--- config.mk ---
export PLATFORM = sky130hd
export DESIGN_NAME = rom_scanner_flat
export DESIGN_NICKNAME = d
export VERILOG_FILES = /design/src/rtl/rom_scanner_if.sv /design/src/rtl/rom_scanner.sv /design/src/flat_wrapper.sv
export SDC_FILE = /design/constraint.sdc
export NUM_CORES = 1
export LEC_CHECK = 0
export BUFFER_PORTS_ARGS = -buffer_cell sky130_fd_sc_hd__buf_2
export CORE_MARGIN = 10
export CORE_UTILIZATION = 47
export DETAILED_ROUTE_END_ITERATION = 10
export GPL_ROUTABILITY_DRIVEN = 0
export PLACE_DENSITY = 0.75
export SLEW_MARGIN = 20
export SYNTH_ARGS = -nofsm -noshare
export SYNTH_HDL_FRONTEND = slang
export SYNTH_SLANG_ARGS = --single-unit
--- constraint.sdc ---
create_clock -name clk -period 1.8 [get_ports clk]
set_input_delay 0.36 -clock clk [delete_from_list [all_inputs] [get_ports clk]]
set_output_delay 0.36 -clock clk [all_outputs]
set_load 0.01 [all_outputs]
--- src/rtl/rom_scanner_if.sv ---
// Bus bundle between rom_scanner and its surroundings: scan command, ROM port and result stream.
// The optional max output exists only when ROM_SCANNER_MAX_EN is defined.
interface rom_scanner_if #(
  parameter int ADDR_W = 4,
  parameter int DATA_W = 8,
  parameter int SUM_W  = 12
);
  logic              start;
  logic [ADDR_W-1:0] first;
  logic [ADDR_W:0]   count;
  logic [ADDR_W-1:0] rom_addr;
  logic [DATA_W-1:0] rom_data;
  logic              busy;
  logic              word_valid;
  logic [DATA_W-1:0] word;
  logic [SUM_W-1:0]  sum;
`ifdef ROM_SCANNER_MAX_EN
  logic [DATA_W-1:0] max;
`endif
  logic              done;

  // Handshake: start is a level sampled only while the scanner is idle (busy=0, done=0);
  // word_valid qualifies word for exactly one cycle, done is a one-cycle completion pulse.
  modport master (
    input  start, first, count, rom_data,
`ifdef ROM_SCANNER_MAX_EN
    output max,
`endif
    output rom_addr, busy, word_valid, word, sum, done
  );

  modport slave (
    output start, first, count, rom_data,
`ifdef ROM_SCANNER_MAX_EN
    input  max,
`endif
    input  rom_addr, busy, word_valid, word, sum, done
  );
endinterface

--- src/rtl/rom_scanner.sv ---
// Walks a wrap-around range of ROM addresses, absorbs the one-cycle ROM latency and streams/sums the words.
// Optional running maximum enabled by defining ROM_SCANNER_MAX_EN.
module rom_scanner #(
  parameter int ADDR_W = 4,
  parameter int DATA_W = 8,
  parameter int SUM_W  = 12
) (
  input  logic          clk,
  input  logic          rst_n,
  rom_scanner_if.master bus,
  output logic [1:0]    o_dbg_state
);
  typedef enum logic [1:0] {
    S_IDLE  = 2'd0,
    S_ISSUE = 2'd1,
    S_DRAIN = 2'd2,
    S_DONE  = 2'd3
  } state_t;

  localparam logic [ADDR_W:0]   CNT_ONE  = {{ADDR_W{1'b0}}, 1'b1};
  localparam logic [ADDR_W:0]   CNT_FULL = {1'b1, {ADDR_W{1'b0}}};
  localparam logic [ADDR_W-1:0] ADDR_ONE = {{(ADDR_W-1){1'b0}}, 1'b1};

  state_t            r_state;
  state_t            w_state_nxt;
  logic [ADDR_W-1:0] r_rom_addr;
  logic [ADDR_W:0]   r_left;
  logic [ADDR_W:0]   w_eff_n;
  logic              r_issue_d;
  logic              r_word_valid;
  logic [DATA_W-1:0] r_word;
  logic [SUM_W-1:0]  r_sum;
  logic              w_start_ok;
  logic              w_issue;
  logic              w_busy;
  logic              w_done;

  assign w_eff_n = (bus.count > CNT_FULL) ? CNT_FULL : bus.count;

  always_ff @(posedge clk or negedge rst_n) begin
    if (!rst_n) r_state <= S_IDLE;
    else        r_state <= w_state_nxt;
  end

  always_comb begin
    w_state_nxt = r_state;
    case (r_state)
      S_IDLE:  if (bus.start) w_state_nxt = (w_eff_n == '0) ? S_DONE : S_ISSUE;
      S_ISSUE: if (r_left == CNT_ONE) w_state_nxt = S_DRAIN;
      S_DRAIN: w_state_nxt = S_DONE;
      S_DONE:  w_state_nxt = S_IDLE;
      default: w_state_nxt = S_IDLE;
    endcase
  end

  always_comb begin
    w_start_ok = 1'b0;
    w_issue    = 1'b0;
    w_busy     = 1'b0;
    w_done     = 1'b0;
    case (r_state)
      S_IDLE:  w_start_ok = bus.start;
      S_ISSUE: begin
        w_issue = 1'b1;
        w_busy  = 1'b1;
      end
      S_DRAIN: w_busy = 1'b1;
      S_DONE:  w_done = 1'b1;
      default: ;
    endcase
  end

  // Address is loaded on the accepting edge so cycle 1 already presents `first`; the last
  // issued address is kept rather than advanced past the range.
  always_ff @(posedge clk or negedge rst_n) begin
    if (!rst_n) begin
      r_rom_addr <= '0;
      r_left     <= '0;
    end else if (w_start_ok && (w_eff_n != '0)) begin
      r_rom_addr <= bus.first;
      r_left     <= w_eff_n;
    end else if (w_issue) begin
      r_left <= r_left - CNT_ONE;
      if (r_left != CNT_ONE) r_rom_addr <= r_rom_addr + ADDR_ONE;
    end
  end

  always_ff @(posedge clk or negedge rst_n) begin
    if (!rst_n) begin
      r_issue_d    <= 1'b0;
      r_word_valid <= 1'b0;
      r_word       <= '0;
      r_sum        <= '0;
    end else begin
      r_issue_d    <= w_issue;
      r_word_valid <= r_issue_d;
      if (w_start_ok) begin
        r_sum <= '0;
      end else if (r_issue_d) begin
        r_word <= bus.rom_data;
        r_sum  <= r_sum + {{(SUM_W-DATA_W){1'b0}}, bus.rom_data};
      end
    end
  end

`ifdef ROM_SCANNER_MAX_EN
  logic [DATA_W-1:0] r_max;

  always_ff @(posedge clk or negedge rst_n) begin
    if (!rst_n) begin
      r_max <= '0;
    end else if (w_start_ok) begin
      r_max <= '0;
    end else if (r_issue_d && (bus.rom_data > r_max)) begin
      r_max <= bus.rom_data;
    end
  end

  assign bus.max = r_max;
`endif

  assign bus.rom_addr   = r_rom_addr;
  assign bus.busy       = w_busy;
  assign bus.word_valid = r_word_valid;
  assign bus.word       = r_word;
  assign bus.sum        = r_sum;
  assign bus.done       = w_done;
  assign o_dbg_state    = r_state;
endmodule
--- src/flat_wrapper.sv ---
// flat-port wrapper written by rule: the top's interface ports become plain ports
module rom_scanner_flat 
#(
  parameter int ADDR_W = 4,
  parameter int DATA_W = 8,
  parameter int SUM_W  = 12
)
  (clk, rst_n, o_dbg_state, bus_start, bus_first, bus_count, bus_rom_data, bus_rom_addr, bus_busy, bus_word_valid, bus_word, bus_sum, bus_done);
  rom_scanner_if #(.ADDR_W(ADDR_W), .DATA_W(DATA_W), .SUM_W(SUM_W)) bus_i ();
  input  logic clk;
  input  logic rst_n;
  output logic [1:0] o_dbg_state;
  input wire logic [$bits(bus_i.start)-1:0] bus_start;
  input wire logic [$bits(bus_i.first)-1:0] bus_first;
  input wire logic [$bits(bus_i.count)-1:0] bus_count;
  input wire logic [$bits(bus_i.rom_data)-1:0] bus_rom_data;
  output wire logic [$bits(bus_i.rom_addr)-1:0] bus_rom_addr;
  output wire logic [$bits(bus_i.busy)-1:0] bus_busy;
  output wire logic [$bits(bus_i.word_valid)-1:0] bus_word_valid;
  output wire logic [$bits(bus_i.word)-1:0] bus_word;
  output wire logic [$bits(bus_i.sum)-1:0] bus_sum;
  output wire logic [$bits(bus_i.done)-1:0] bus_done;
  assign bus_i.start = bus_start;
  assign bus_i.first = bus_first;
  assign bus_i.count = bus_count;
  assign bus_i.rom_data = bus_rom_data;
  assign bus_rom_addr = bus_i.rom_addr;
  assign bus_busy = bus_i.busy;
  assign bus_word_valid = bus_i.word_valid;
  assign bus_word = bus_i.word;
  assign bus_sum = bus_i.sum;
  assign bus_done = bus_i.done;
  rom_scanner #(.ADDR_W(ADDR_W), .DATA_W(DATA_W), .SUM_W(SUM_W)) u_core (.clk(clk), .rst_n(rst_n), .bus(bus_i), .o_dbg_state(o_dbg_state));
endmodule
* After elaboration in Yosys (flattened, before gate mapping)
Index checks and enable logic that the tools add are counted.
Storage, ports and cells: logic and storage cells 46, flip-flop bits (word level) 33
Operators by class: equal/unequal tests 7, bitwise gates (word level) 1, multiplexer cells 16, order comparisons 1, reductions and logical operators 11, add/sub/neg operators 3
Operators with widths (number):
- $mux 12 | 2
- $mux 5 | 3
- $add 12x8->12 | 1
- $mux 4 | 3
- $pmux 2 s4 | 1
- $mux 2 | 3
- $reduce_and 2->1 | 3
- $reduce_bool 2->1 | 3
- $eq 5x1->1 const B | 1
- $gt 5x5->1 const B | 1
- $logic_not 5->1 | 1
- $ne 5x1->1 const B | 1
- $reduce_bool 5->1 | 1
- $sub 5x1->5 const B | 1
- $add 4x1->4 const B | 1
- $eq 2x2->1 const B | 2
- $mux 1 | 4
- $eq 2x1->1 const B | 1
- $logic_not 2->1 | 1
- $ne 2x1->1 const B | 1
- $ne 2x2->1 const B | 1
- $reduce_or 2->1 | 1
- $logic_and 1x1->1 | 1
- $not 1->1 | 1

* Longest topological paths before layout
depth in word-level cells 6, depth in mapped cells 8, depth with buffers taken out 8

* Worst setup path before layout
No wires, ideal clock.
kind reg2reg, start point register u_core.r_state[1], in the netlist u_core.o_dbg_state[1], end point register u_core.r_rom_addr[3], in the netlist u_core.bus.rom_addr[3], clock period less this slack 1869 ps, path slack -69 ps, arrival 1744 ps, library setup time 125 ps, cell stages (with the launch flop) 9, path through dfrtp_1 inv_1 ha_1 buf_6 inv_1 a31oi_1 nand4_1 xnor2_1 mux2_2
On the way: elaborated cells on any way between the ends 9
RTL lines:
- start, declared | line rom_scanner.sv:24 | state_t r_state;
- start signal, assigned | line rom_scanner.sv:42 | else r_state <= w_state_nxt;
- $eq 2x1->1 | line rom_scanner.sv:61 | case (r_state)
- $mux 1 | line rom_scanner.sv:61
- named net u_core.w_issue | line rom_scanner.sv:34 | logic w_issue;
- $reduce_bool 2->1 (no line)
- $reduce_and 2->1 (no line)
- end signal, assigned | line rom_scanner.sv:80 | r_rom_addr <= bus.first;
- end signal, assigned | line rom_scanner.sv:84 | if (r_left != CNT_ONE) r_rom_addr <= r_rom_addr + ADDR_ONE;
- end, declared | line rom_scanner.sv:26 | logic [ADDR_W-1:0] r_rom_addr;
The timed path passes the listed nets, and every way through them passes these cells. A chain may end at the register's enable or synchronous reset.

* Worst setup path in the final report
start point register u_core.r_sum[2], in the netlist u_core.bus.sum[2], end point register u_core.r_sum[7], in the netlist u_core.bus.sum[7]
On the way: cells in the longest elaborated chain, start to end 3
RTL lines:
- start, declared | line rom_scanner.sv:32 | logic [SUM_W-1:0] r_sum;
- start signal, assigned | line rom_scanner.sv:101 | r_sum <= r_sum + {{(SUM_W-DATA_W){1'b0}}, bus.rom_data};
- $add 12x8->12 | line rom_scanner.sv:101
- $mux 12 | line rom_scanner.sv:99 | end else if (r_issue_d) begin
- $mux 12 | line rom_scanner.sv:97 | if (w_start_ok) begin
No other way between the ends. The select of a mux whose other input is x is not followed.

==> results_dict.tcl <==
set metrics [dict create \
    status "finished, final reports clean" \
    cp_max_fo 3 \
    worstPathRequired_ns 1.97 \
    synthCells 186 \
    fin_cells 307 \
    ios 49 \
    die-area_sq_um 7000 \
    htreeDepth 2 \
    worst_pin_slew_ns 0.725 \
    start_util_pct 48.0 \
    finalHoldViolCount 0 \
    fin_worst_skew_ns 0.00843 \
    routed_via_density 5.27 \
    grt_max_degree 34 \
    finalCritPeriodShare_pct 96.5 \
    synthMuxAreaShare_pct 7.42 \
    drv_cap 0 \
    cts_sinks 33 \
    cts_buffer_depth 2 \
    cts-hold-fix-buffers 0 \
    syn_area_sq_um 1910 \
    routed_wl_um 4580 \
    synth_compound_area_share_pct 13.6 \
    coreArea_sq_um 3970 \
    clk_pin_slew_ns 0.07 \
    cp.arrival_ns 1.91 \
    whs_ns 0.122 \
    drt_first_pass_iters 5 \
    num_vias 1619 \
    die_w_um 83.7 \
    drv_slew 0 \
    port_buffers 48 \
    wire_per_inst_um 14.9 \
    first_iter_violations 57 \
    num_rows 23 \
    hold_class "in -> async" \
    antenna_found_initial 0 \
    cp-start-kind "register" \
    peakVddDrop_uv 909 \
    p_leak_nw 1.21 \
    layout_min_cycle_time_ns 1.74 \
    grt_pass1_vias 1714 \
    fmax_mhz 576 \
    power_density_nw_per_um2 1700 \
    synth-xor-area-share_pct 6.89 \
    yosysSeqAreaShare_pct 43.3 \
    nets 293 \
    drcViolationCount 0 \
    numCtsBuffers 5 \
    yosysWarnings 0 \
    ys_types 32 \
    fp.dieH_um 83.7 \
    cts_tree "yes" \
    final_antenna_net_count 0 \
    max_slew_margin_pct 51.6 \
    worstSkewPairLatency_ns 0.29 \
    crit_type "reg -> reg" \
    synth-simple-area-share_pct 13.3 \
    synthesis.nets 223 \
    post-dp-hpwl_um 3480 \
    synth-seq-cells 33 \
    n_antenna_cell 0 \
    finalSetupViolCount 0 \
    grt_usage_pct 13.2 \
    drive_gt1_share_pct 37.0 \
    synth_adder_area_share_pct 11.6 \
    synth.avg_cell_area_sq_um 10.2 \
    grt_pass1_wl_um 7930 \
    endpoint_kind "register" \
    placed_cells 298 \
    grt_overflow 0 \
    synth_top_family_by_area "compound AO/OA/AOI/OAI gates" \
    clockRootBuffer "clkbuf_8" \
    syn2layout_area_growth_pct 29.9 \
]
worst paths after layout:
check | startpoint | cells after the start | slack, ns | end
min | rst_n | 1 | 0.12 | u_core.bus.word_valid$_DFF_PN0_
max | u_core.bus.sum[2]$_DFFE_PN0P_ | 6 | 0.06 | u_core.bus.sum[7]$_DFFE_PN0P_
min reg2reg | u_core.bus.word[1]$_DFFE_PN0P_ | 2 | 0.50 | u_core.bus.word[1]$_DFFE_PN0P_
max reg2reg | u_core.bus.sum[2]$_DFFE_PN0P_ | 6 | 0.06 | u_core.bus.sum[7]$_DFFE_PN0P_
min in group clk | bus_first[0] | 3 | 0.28 | u_core.bus.rom_addr[0]$_DFFE_PN0P_
max in group asynchronous | rst_n | 1 | 1.21 | u_core.bus.word[0]$_DFFE_PN0P_
cell type report:
cell class / instances / area (sq um)
Fill cell: 344 / 1500
Multi-Input combinational cell: 138 / 1060
Sequential cell: 33 / 826
Timing Repair Buffer: 68 / 403
Clock buffer: 6 / 72.6
Tap cell: 50 / 62.6
Inverter: 10 / 37.5
Clock inverter: 2 / 10.0
per-layer routing:
| metal | part of all wire (%) | global-route usage (%) | up-vias | wire [um] |
|---|---|---|---|---|
| met1 | 42 | 14.5 | 780 | 1910 |
| met2 | 50 | 22.6 | 40 | 2300 |
| met4 | 0.92 | 4.11 | 0 | 42 |
| li1 | - | - | 793 | - |
| met5 | 0 | 0 | - | 0 |
| met3 | 7.0 | 5.47 | 6 | 322 |
Yosys cell counts:
master | instances | area (sq um)
dfrtp_1 | 33 | 826
o21ai_0 | 20 | 100
ha_1 | 16 | 200
nand2_1 | 14 | 52.6
nor2_1 | 11 | 41.3
a21oi_1 | 10 | 50.1
inv_1 | 10 | 37.5
xor2_1 | 10 | 87.6
mux2_2 | 9 | 101
nand3b_1 | 8 | 60.1
nor3_1 | 5 | 25.0
xnor2_1 | 5 | 43.8
mux2i_1 | 4 | 40.0
nand4_1 | 3 | 18.8
o211ai_1 | 3 | 22.5
a211oi_1 | 2 | 15.0
a21o_1 | 2 | 15.0
a31oi_1 | 2 | 12.5
buf_6 | 2 | 22.5
clkbuf_1 | 2 | 7.51
nand2b_1 | 2 | 12.5
nand3_1 | 2 | 10.0
nor2_2 | 2 | 12.5
a22oi_1 | 1 | 7.51
and2_1 | 1 | 6.26
buf_4 | 1 | 7.51
fa_1 | 1 | 20.0
nor2b_1 | 1 | 6.26
o2111ai_1 | 1 | 8.76
o22ai_1 | 1 | 6.26
o31ai_4 | 1 | 21.3
or4_1 | 1 | 7.51
timing repair:
item / 4_1_cts / 5_1_grt
gates cloned: 0 / 0
setup buffers: 0 / 1
endpoints found under the setup margin: 4 / 7
pin swaps: 0 / 4
resized for setup: 3 / 8
layout by cell type, fill, tap and decap left out, types with 2 or more instances in the layout:
master	netlist	layout
buf_2	0	48
dfrtp_1	33	33
o21ai_0	20	19
buf_4	1	19
ha_1	16	15
nand2_1	14	14
nor2_1	11	11
inv_1	10	10
xor2_1	10	10
mux2_2	9	9
a21oi_1	10	9
nand3b_1	8	8
xnor2_1	5	5
clkbuf_8	0	5
mux2i_1	4	4
nor3_1	5	4
o211ai_1	3	3
nand4_1	3	3
nand3_1	2	2
a211oi_2	0	2
a21o_1	2	2
clkinv_2	0	2
registers in the layout (all words and copies together) (netlist names):
name                   flops
u_core.bus.rom_addr        4
u_core.bus.sum            12
u_core.bus.word            8
u_core.bus.word_valid      1
u_core.o_dbg_state         2
u_core.r_issue_d           1
u_core.r_left              5
cell families (layout without fill, tap and decap cells):
kind of cell | Yosys count | count (layout)
compound gates | 43 | 43
xor+xnor | 15 | 15
fa+ha+maj | 17 | 17
buf+inv | 15 | 86
flops | 33 | 33
mux | 13 | 13
simple gates | 50 | 50
metrics by stage:
stage | TNS [ns] | area, sq um | utilization (%) | worst slack (ns) | power, mW
after CTS | -0.00562 | 2430 | 61.1 | -0.00562 | 4.19
final | 0 | 2480 | 62.4 | 0.0627 | 4.22
after floorplan | 0 | 1910 | - | 0.0108 | 2.75
after detailed placement | -0.366 | 2330 | 58.7 | -0.107 | 3.62
after global routing | -0.0474 | 2480 | 62.4 | -0.0474 | 4.59
after global placement | -0.292 | 2330 | 58.7 | -0.0892 | 3.53
power breakdown:
part	total (mW)	switching (mW)	leakage (nW)	internal (mW)
sequential	1.32	0.249	0.413	1.07
combinational	2.35	1.21	0.751	1.13
clock	0.549	0.281	0.0450	0.268
total	4.22	1.74	1.21	2.47
worst max-delay path, stage by stage (launching register included):
cell and delay [ns]:
dfrtp_1 0.40, ha_1 0.32, o211ai_1 0.29, o21ai_1 0.15, a31oi_1 0.21, xor2_1 0.17
a21oi_1 0.09
(Power assumes the default switching activity.)
